$ cat src/rtl/sdpram_rd_streamer.sv
// sdpram_rd_streamer
//   Read-side engine for a distributed simple-dual-port RAM. A start command
//   loads a base address and a word count; the block then walks the RAM read
//   address across that window and returns the words as a valid/ready stream
//   with a last flag. A 2-entry skid FIFO absorbs sink back-pressure. Reads
//   are issued only when the FIFO is guaranteed to have room, so no word is
//   dropped and, with the sink always ready, there are no bubbles.
//
// Parameters
//   ADDR_WIDTH  RAM address width (4..10)
//   DATA_WIDTH  RAM data width (1..256)
//   RD_LAT      RAM read latency: 0 = unregistered output, 1 = registered
//
// Ports
//   rd_clk       single clock for all logic
//   rst          synchronous, active-high reset
//   start        one-cycle command strobe, honoured only in IDLE
//   base_addr    first RAM address to read (sampled with start)
//   xfer_len     words to read, 0..2**ADDR_WIDTH (sampled with start)
//   busy         transfer in progress
//   done         one-cycle pulse at end of transfer
//   ram_rd_addr  registered RAM read address
//   ram_rd_data  RAM read data
//   m_data       stream data (FIFO head)
//   m_valid      stream valid
//   m_last       final word of the transfer
//   m_ready      stream sink ready
//   stall_cnt    cycles with m_valid=1, m_ready=0 during a transfer
//                (present only when SDPRAM_RD_STALL_CNT_EN is defined)
//
// State table
//   IDLE  | waiting for start
//   RUN   | issuing RAM reads while words remain
//   DRAIN | all reads issued; waiting for FIFO and pipeline to empty

module sdpram_rd_streamer #(
    parameter int ADDR_WIDTH = 4,
    parameter int DATA_WIDTH = 4,
    parameter int RD_LAT     = 0
) (
    input  logic                  rd_clk,
    input  logic                  rst,
    input  logic                  start,
    input  logic [ADDR_WIDTH-1:0] base_addr,
    input  logic [ADDR_WIDTH:0]   xfer_len,
    output logic                  busy,
    output logic                  done,
    output logic [ADDR_WIDTH-1:0] ram_rd_addr,
    input  logic [DATA_WIDTH-1:0] ram_rd_data,
    output logic [DATA_WIDTH-1:0] m_data,
    output logic                  m_valid,
    output logic                  m_last,
    input  logic                  m_ready
`ifdef SDPRAM_RD_STALL_CNT_EN
    ,
    output logic [15:0]           stall_cnt
`endif
);

    typedef enum logic [1:0] {
        IDLE  = 2'd0,
        RUN   = 2'd1,
        DRAIN = 2'd2
    } state_t;

    localparam logic [ADDR_WIDTH:0] LEN_ZERO = '0;
    localparam logic [ADDR_WIDTH:0] LEN_ONE  = {{ADDR_WIDTH{1'b0}}, 1'b1};

    state_t                  state_q;
    state_t                  state_d;
    logic [ADDR_WIDTH:0]     remaining_q;
    logic [ADDR_WIDTH-1:0]   addr_q;
    logic                    zero_done_q;

    logic [DATA_WIDTH-1:0]   fifo_data [2];
    logic                    fifo_last [2];
    logic                    wr_ptr_q;
    logic                    rd_ptr_q;
    logic [1:0]              occ_q;

    logic                    start_ok;
    logic                    pop;
    logic                    issue;
    logic                    issue_last;
    logic                    inflight;
    logic                    push;
    logic                    push_last;
    logic                    drain_done;
    logic [2:0]              occ_proj;

    assign start_ok   = (state_q == IDLE) && start;
    assign m_valid    = (occ_q != 2'd0);
    assign pop        = m_valid && m_ready;
    assign issue_last = (remaining_q == LEN_ONE);

    // Occupancy the FIFO will have once everything already in the RAM
    // pipeline has landed and this cycle's pop is taken out. pop implies
    // occ_q > 0, so this never underflows.
    assign occ_proj = {1'b0, occ_q} + {2'b00, inflight} - {2'b00, pop};
    assign issue    = (state_q == RUN) && (remaining_q != LEN_ZERO) && (occ_proj < 3'd2);

    assign drain_done = (state_q == DRAIN) && (occ_q == 2'd0) && !inflight;

    assign busy        = (state_q != IDLE);
    assign done        = zero_done_q || drain_done;
    assign ram_rd_addr = addr_q;
    assign m_data      = fifo_data[rd_ptr_q];
    assign m_last      = m_valid && fifo_last[rd_ptr_q];

    // Data alignment with the RAM read latency
    if (RD_LAT == 0) begin : g_lat0
        assign inflight  = 1'b0;
        assign push      = issue;
        assign push_last = issue_last;
    end else begin : g_lat1
        logic inflight_q;
        logic inflight_last_q;

        always_ff @(posedge rd_clk) begin
            if (rst) begin
                inflight_q      <= 1'b0;
                inflight_last_q <= 1'b0;
            end else begin
                inflight_q      <= issue;
                inflight_last_q <= issue && issue_last;
            end
        end

        assign inflight  = inflight_q;
        assign push      = inflight_q;
        assign push_last = inflight_last_q;
    end

    always_ff @(posedge rd_clk) begin
        if (rst) begin
            state_q <= IDLE;
        end else begin
            state_q <= state_d;
        end
    end

    always_comb begin
        state_d = state_q;
        case (state_q)
            IDLE: begin
                if (start && (xfer_len != LEN_ZERO)) begin
                    state_d = RUN;
                end
            end
            RUN: begin
                if (issue && issue_last) begin
                    state_d = DRAIN;
                end
            end
            DRAIN: begin
                if (drain_done) begin
                    state_d = IDLE;
                end
            end
            default: state_d = IDLE;
        endcase
    end

    always_ff @(posedge rd_clk) begin
        if (rst) begin
            addr_q      <= '0;
            remaining_q <= '0;
            zero_done_q <= 1'b0;
        end else begin
            zero_done_q <= start_ok && (xfer_len == LEN_ZERO);
            if (start_ok) begin
                if (xfer_len != LEN_ZERO) begin
                    addr_q      <= base_addr;
                    remaining_q <= xfer_len;
                end
            end else if (issue) begin
                addr_q      <= addr_q + 1'b1;
                remaining_q <= remaining_q - LEN_ONE;
            end
        end
    end

    always_ff @(posedge rd_clk) begin
        if (rst) begin
            for (int i = 0; i < 2; i++) begin
                fifo_data[i] <= '0;
                fifo_last[i] <= 1'b0;
            end
            wr_ptr_q <= 1'b0;
            rd_ptr_q <= 1'b0;
            occ_q    <= 2'd0;
        end else begin
            if (push) begin
                fifo_data[wr_ptr_q] <= ram_rd_data;
                fifo_last[wr_ptr_q] <= push_last;
                wr_ptr_q            <= ~wr_ptr_q;
            end
            if (pop) begin
                rd_ptr_q <= ~rd_ptr_q;
            end
            case ({push, pop})
                2'b10:   occ_q <= occ_q + 2'd1;
                2'b01:   occ_q <= occ_q - 2'd1;
                default: occ_q <= occ_q;
            endcase
        end
    end

`ifdef SDPRAM_RD_STALL_CNT_EN
    always_ff @(posedge rd_clk) begin
        if (rst) begin
            stall_cnt <= '0;
        end else if (start_ok) begin
            stall_cnt <= '0;
        end else if (busy && m_valid && !m_ready && (stall_cnt != 16'hFFFF)) begin
            stall_cnt <= stall_cnt + 16'd1;
        end
    end
`endif

endmodule

$ cat config.mk
export PLATFORM = sky130hd
export DESIGN_NAME = sdpram_rd_streamer
export DESIGN_NICKNAME = d
export VERILOG_FILES = /design/src/rtl/sdpram_rd_streamer.sv
export SDC_FILE = /design/constraint.sdc
export NUM_CORES = 1
export LEC_CHECK = 0
export BUFFER_PORTS_ARGS = -buffer_cell sky130_fd_sc_hd__buf_2
export CORE_MARGIN = 8
export CORE_UTILIZATION = 40
export DETAILED_ROUTE_END_ITERATION = 10
export PLACE_DENSITY = 0.71
export REMOVE_ABC_BUFFERS = 1
export SYNTH_ARGS = -nofsm -noshare
export SYNTH_HDL_FRONTEND = slang
export SYNTH_SLANG_ARGS = --single-unit
$ cat constraint.sdc
create_clock -name rd_clk -period 2 [get_ports rd_clk]
set_input_delay 0.1 -clock rd_clk [delete_from_list [all_inputs] [get_ports rd_clk]]
set_output_delay 0.1 -clock rd_clk [all_outputs]
set_load 0.02 [all_outputs]
==> flow_summary_export.csv, run 1 <==
group,metric,value,unit
placement,placement.setup.worst_slack,-0.0408,ns
critical_path,timing.setup.critical_path_class,"reg -> reg",
timing,layout_setup_ws,0.0389,ns
worst_hold_path,min_path_type,"in -> reg",
yosys,synth_area_leader,"sky130_fd_sc_hd__dfxtp_1",
floorplanning,num_rows,21,
floorplanning,chipWidth,74.4,um
critical_path,cp_data_required_time,2.25,ns
flow_run,max_cap_violations,0,
layout,antenna_cells,0,
placement,post-dp-hpwl,2350,um
critical_path,setup.worst_path.end_class,"register",
timing,hold_violations,0,
route,iteration_count_of_the_initial_detailed_routing_pass,4,
run_status,status,"complete, no violations",
placement,post-place-cells,212,
power,seqPwrFrac,47.6,%
yosys,ys_types,43,
power,vdd_ir_drop_max,0.000350,V
global_routing,grt_pass1_wl,5130,um
yosys,synth_edf_count,10,
timing,slew_headroom,71.7,%
yosys,async_flop_share,0,%
timing,worst_slew_pin_slew,0.420,ns
power,power.switching,0.519,mW
power,combPwrFrac,37.3,%
route,detailed_route_via_count,1114,
yosys,syn_area,1370,sq um
yosys,biggest_area_contributors_in_the_synthesized_netlist,"sky130_fd_sc_hd__dfxtp_1, sky130_fd_sc_hd__edfxtp_1, sky130_fd_sc_hd__ha_1, sky130_fd_sc_hd__and2_1, sky130_fd_sc_hd__mux2_2",
clocking,clkTransAtPathRegs,0.14,ns
layout,area_growth_syn_to_layout,25.1,%
clocking,clock_root_cell,"sky130_fd_sc_hd__clkbuf_4",
timing,timing_max_transition_violations_final,0,
route,detail_route.iter0.violations,55,
power,p_leak,0.712,nW
timing,setup_total_negative_slack,0,ns
yosys,yosys_warnings,0,
clocking,h_tree_lvl_count,1,
timing,final.period_utilization,98.1,%
timing,report.final.setup_viol,0,
timing,finalCriticalPeriod,1.96,ns
clocking,cts-buffers-inserted,3,
global_routing,grt_antenna_before_repair,0,
layout,most_common_cell_after_layout_fill_and_taps_aside,"sky130_fd_sc_hd__buf_2",
floorplanning,die-height,74.4,um
route,drt.antenna.violating_nets,0,
clocking,cts_tree,"built",
power,power_switching_share,34.3,%
timing,timing.clock.skew,0.00409,ns
layout,post_route_cells_drive_above_1_share,36.3,%
yosys,synth_sequential_area_ratio,46.9,%
placement,placement.cell_area,1620,sq um
placement,globalplace.congestion,0.762,
yosys,yosys_register_bits,27,
timing,setup_repair_after_global_routing_missed_its_margin,"yes",
layout,post-route-cell-area,1710,sq um
placement,port-buffer-count,28,
yosys,yosys.area.top_type_share,24.9,%
power,p_int,0.993,mW
global_routing,grt_pass1_vias,1152,
route,route.detailed.vias_per_inst,5.13,
critical_path,worstPathArrival,2.21,ns
floorplanning,dieArea,5540,sq um
layout,most-common-layout-cells,"sky130_fd_sc_hd__buf_2, sky130_fd_sc_hd__dfxtp_1, sky130_fd_sc_hd__buf_4",
yosys,syn-instance-count,133,
clocking,cts_sinks,27,
floorplanning,core_area,3310,sq um
route,routed_wirelength,3080,um
clocking,insertion_delay,0.31,ns
layout,finish.cell_count_without_fillers,217,
power,power_density_over_the_cells,885,nW/um^2
route,drc,0,
timing,clock.fmax,0.510,GHz
power,p_clk_share,15.1,%
global_routing,grt_start_max_net_pins,24,
critical_path,start_kind,"register",
critical_path,crit_path_max_fanout,4,
layout,final_net_count,194,
clocking,max-clock-path-buffers,2,
route,route.detailed.wl_per_inst,14.2,um
global_routing,congestion_overflow_gr,0,
yosys,synth_flop_cell,"sky130_fd_sc_hd__dfxtp_1",
yosys,avgSynthCellArea,10.3,sq um
power,power_after_layout,1.51,mW
floorplanning,io-pin-count,29,
floorplanning,floorplan.initialDensity,41.2,%
global_routing,grt.total_usage,11.6,%
area by class of cell:
class / count / area, sq um
timing repair buffer: 39 / 223
tap: 46 / 57.6
multi-input combinational: 95 / 728
inverter: 6 / 27.5
fill: 331 / 1600
sequential: 27 / 646
clock buffer: 4 / 26.3
metrics by stage:
step	hold WS (ns)	utilization, %
final	0.0436	51.6
after global routing	0.0429	51.6
after CTS	0.0320	49.7
after detailed placement	0.373	48.8
after global placement	0.374	48.8
after floorplan	0.169	-
registers in the layout, summed over array words and instances, names as in the netlist, named ones only:
signal,flops
fifo_last,2
wr_ptr_q,1
zero_done_q,1
state_q,2
occ_q,2
ram_rd_addr,4
rd_ptr_q,1
remaining_q,5
fifo_data,8
layer usage:
layer	up-vias	part of all wire [%]	track usage, %
li1	560	-	-
met1	520	49	15.3
met2	34	46	18.8
met3	0	5.3	2.70
met4	0	0	2.61
met5	-	0	0
power by group through the flow:
| stage | Combinational (mW) | Sequential [mW] | Clock, mW |
|---|---|---|---|
| 5_1_grt | 0.620 | 0.731 | 0.266 |
| 6_report | 0.564 | 0.720 | 0.228 |
| 4_1_cts | 0.526 | 0.714 | 0.240 |
| 3_3_place_gp | 0.509 | 0.719 | 0 |
| 3_5_place_dp | 0.524 | 0.724 | 0 |
| 2_1_floorplan | 0.333 | 0.718 | 0 |
worst max-delay path: stages (launching register included):
cell	delay [ns]
sky130_fd_sc_hd__dfxtp_4	0.40
sky130_fd_sc_hd__inv_4	0.04
sky130_fd_sc_hd__ha_4	0.15
sky130_fd_sc_hd__nor4b_4	0.13
sky130_fd_sc_hd__a211oi_4	0.27
sky130_fd_sc_hd__inv_4	0.07
sky130_fd_sc_hd__ha_4	0.16
sky130_fd_sc_hd__xnor2_2	0.13
sky130_fd_sc_hd__or3_1	0.40
sky130_fd_sc_hd__a21oi_2	0.15
timing repair:
item | CTS | global route
endpoints found under the hold margin | 0 | 0
hold buffers | 0 | 0
setup buffers | 0 | 1
gates resized for setup | 1 | 13
endpoints found under the setup margin | 5 | 10
pin swaps | 1 | 3
Yosys cell counts, drive strengths merged (4+ instances only):
| master | count |
|---|---|
| and2 | 8 |
| nand2 | 6 |
| nor2 | 10 |
| dfxtp | 17 |
| mux2 | 4 |
| a21oi | 7 |
| inv | 6 |
| nor3 | 4 |
| ha | 5 |
| edfxtp | 10 |
| o211ai | 5 |
| or3 | 4 |
cell families after synthesis:
kind of cell / synth area share [%]
adders and majority gates: 4.58
DFF: 46.9
and+or+nand+nor: 20.8
buffers and inverters: 3.39
muxes: 4.77
xor gates and xnor gates: 2.57
AOI/OAI and AO/OA: 17.0
final timing paths:
| path | depth (start not counted) | start | slack [ns] | to |
|---|---|---|---|---|
| worst min register to register | 2 | ram_rd_addr[3] | 0.53 | ram_rd_addr[3] |
| worst min-delay path | 3 | base_addr[0] | 0.04 | ram_rd_addr[0] |
| worst max-delay path | 9 | remaining_q[0] | 0.04 | occ_q[1] |
| worst max register to register | 9 | remaining_q[0] | 0.04 | occ_q[1] |
(Power assumes the default switching activity.)
==> run 2, diff against run 1 <==
--- a/config.mk
+++ b/config.mk
@@ -8,6 +8,7 @@
 export BUFFER_PORTS_ARGS = -buffer_cell sky130_fd_sc_hd__buf_2
 export CORE_MARGIN = 8
 export CORE_UTILIZATION = 40
+export CTS_CLUSTER_DIAMETER = 120
 export DETAILED_ROUTE_END_ITERATION = 10
 export PLACE_DENSITY = 0.71
 export REMOVE_ABC_BUFFERS = 1
==> constraint.sdc (replaced) <==
create_clock -name rd_clk -period 2 [get_ports rd_clk]
set_input_delay 0.1 -clock rd_clk [delete_from_list [all_inputs] [get_ports rd_clk]]
set_output_delay 0.1 -clock rd_clk [all_outputs]
set_load 0.1 [all_outputs]
==> run 2 against run 1 <==
  * Sequential share of layout area increased by 0.64 points
  * Flip-flop and latch count unchanged
  * Total power up 17%
  * Non-clock buffer count down 1
  * First-iteration DRC count decreased by 13%
  * Critical path type unchanged
  * Largest power group is now combinational logic
  * Highest routed layer is now met4
==> flow_summary_export.csv, run 2 (synthesis results as in run 1) <==
group,metric,value,unit
floorplanning,dieArea,5540,sq um
timing,clock.fmax,0.520,GHz
timing,setup_total_negative_slack,0,ns
global_routing,grt_pass1_wl,5340,um
floorplanning,num_rows,21,
route,route.detailed.wl_per_inst,14.5,um
layout,postLayoutCoreUtil,50.5,%
clocking,insertion_delay,0.32,ns
layout,register_with_the_highest_flop_count,"fifo_data",
power,power_after_layout,1.76,mW
critical_path,critPathTopFamily,"simple AND/OR/NAND/NOR gates",
timing,report.final.setup_viol,0,
global_routing,grt_pass1_vias,1206,
placement,port-buffer-count,28,
timing,timing_max_transition_violations_final,0,
route,drt.antenna.violating_nets,0,
critical_path,setup.worst_path.end_class,"register",
clocking,cts-buffers-inserted,3,
layout,most_common_cell_after_layout_fill_and_taps_aside,"sky130_fd_sc_hd__buf_2",
global_routing,grt_start_max_net_pins,24,
run_status,status,"complete, no violations",
layout,antenna_cells,0,
critical_path,reg2reg_slack,0.08,ns
route,detailed_route_via_count,1127,
layout,largest_register_ff_count,8,
timing,final.period_utilization,96.2,%
floorplanning,io-pin-count,29,
route,route.detailed.vias_per_inst,5.22,
placement,post-place-cells,211,
timing,hold_violations,0,
timing,worst_slew_pin_slew,0.494,ns
power,vdd_ir_drop_max,0.000609,V
layout,final_net_count,193,
critical_path,crit_buf_inv,2,
clocking,cts_sinks,27,
layout,finish.cell_count_without_fillers,216,
floorplanning,floorplan.initialDensity,41.2,%
critical_path,critPathSlowestCell,"sky130_fd_sc_hd__dfxtp_2",
critical_path,timing.setup.critical_path_class,"reg -> reg",
layout,post_route_cells_drive_above_1_share,34.7,%
critical_path,cp_slowest_stage_delay,0.37,ns
floorplanning,core_area,3310,sq um
placement,post-dp-hpwl,2430,um
critical_path,cp_data_required_time,2.26,ns
timing,setup_repair_after_global_routing_missed_its_margin,"no",
route,routed_wirelength,3130,um
layout,area_growth_syn_to_layout,22.5,%
flow_run,max_cap_violations,0,
critical_path,crit_path_max_fanout,4,
clocking,cts_tree,"built",
timing,slew_headroom,67.3,%
placement,globalplace.congestion,0.750,
timing,finalCriticalPeriod,1.92,ns
power,p_leak,0.694,nW
layout,fill_cells,333,
floorplanning,chipWidth,74.4,um
timing,timing.clock.skew,0.00544,ns
worst_hold_path,min_path_type,"in -> reg",
critical_path,worstPathArrival,2.18,ns
global_routing,grt_antenna_before_repair,0,
route,detail_route.iter0.violations,48,
clocking,clkTransAtPathRegs,0.14,ns
layout,most-common-layout-cells,"sky130_fd_sc_hd__buf_2, sky130_fd_sc_hd__dfxtp_1, sky130_fd_sc_hd__nor2_1, sky130_fd_sc_hd__edfxtp_1, sky130_fd_sc_hd__buf_4",
critical_path,critical_path.cell_chain,"inv_1 -> ha_2 -> nor4b_2 -> a211oi_4 -> inv_4 -> ha_4 -> xnor2_1 -> or3_1 -> a21oi_1",
power,power_density_over_the_cells,1060,nW/um^2
global_routing,congestion_overflow_gr,0,
clocking,max-clock-path-buffers,2,
global_routing,grt.total_usage,12.1,%
route,iteration_count_of_the_initial_detailed_routing_pass,4,
clocking,h_tree_lvl_count,1,
clocking,clock_root_cell,"sky130_fd_sc_hd__clkbuf_4",
floorplanning,die-height,74.4,um
critical_path,start_kind,"register",
route,drc,0,
-- run 2: cell types whose count changed in the layout (fill, tap and decap cells not counted), sizes merged --
cell | previous run | this run
buf | 39 | 38
clkbuf | 4 | 3
clkinvlp | 0 | 1
-- run 2: cell type report --
class / instances / area (sq um) / share of cell area, %
inverters: 6 / 25.0 / 1.50
clock buffers: 3 / 22.5 / 1.35
well taps: 46 / 57.6 / 3.44
flip-flops and latches: 27 / 643 / 38.4
clock inverters: 1 / 7.51 / 0.449
repair buffers: 38 / 219 / 13.1
multi-input cells: 95 / 698 / 41.7
-- run 2: metal layers --
layer	part of all wire, %	up-vias	global-route usage, %
met4	0.19	0	1.30
met2	45	34	20.9
met1	50	531	14.7
met5	0	-	0
li1	-	560	-
met3	4.9	2	3.50
-- run 2: path summary, 6_finish.rpt --
kind,from,to,cells past startpoint
setup / recovery,remaining_q[0],occ_q[1],9
setup reg to reg,remaining_q[0],occ_q[1],9
hold reg to reg,remaining_q[0],remaining_q[0],2
hold / removal,base_addr[3],ram_rd_addr[3],3
-- run 2: power by group --
part           internal [mW]  switching, mW
combinational          0.245          0.571
sequential             0.644         0.0705
clock                 0.0764          0.157
-- run 2: worst register-to-register path, delay by kind of cell, from the launching register on --
| kind | cells | cell delay [ns] |
|---|---|---|
| XOR/XNOR | 1 | 0.12 |
| flip-flops | 1 | 0.37 |
| AND/OR/NAND/NOR | 2 | 0.48 |
| AO/OA/AOI/OAI | 2 | 0.42 |
| buffers and inverters | 2 | 0.14 |
| adder cells (fa/ha/maj) | 2 | 0.34 |
-- run 2: repair_timing --
action,4_1_cts,5_1_grt
hold buffers,0,0
buffers inserted,0,1
endpoints found under the setup margin,1,8
pin swaps,1,3
endpoints found under the hold margin,0,0
resized for setup,1,7
-- run 2: through the flow --
stage	area (sq um)	hold WS, ns	worst slack [ns]
floorplan	1340	0.169	-0.130
global placement	1610	0.374	0.0666
detailed placement	1610	0.374	-0.0236
CTS	1640	0.0236	0.0247
global route	1670	0.0283	0.0275
finish	1670	0.0383	0.0758
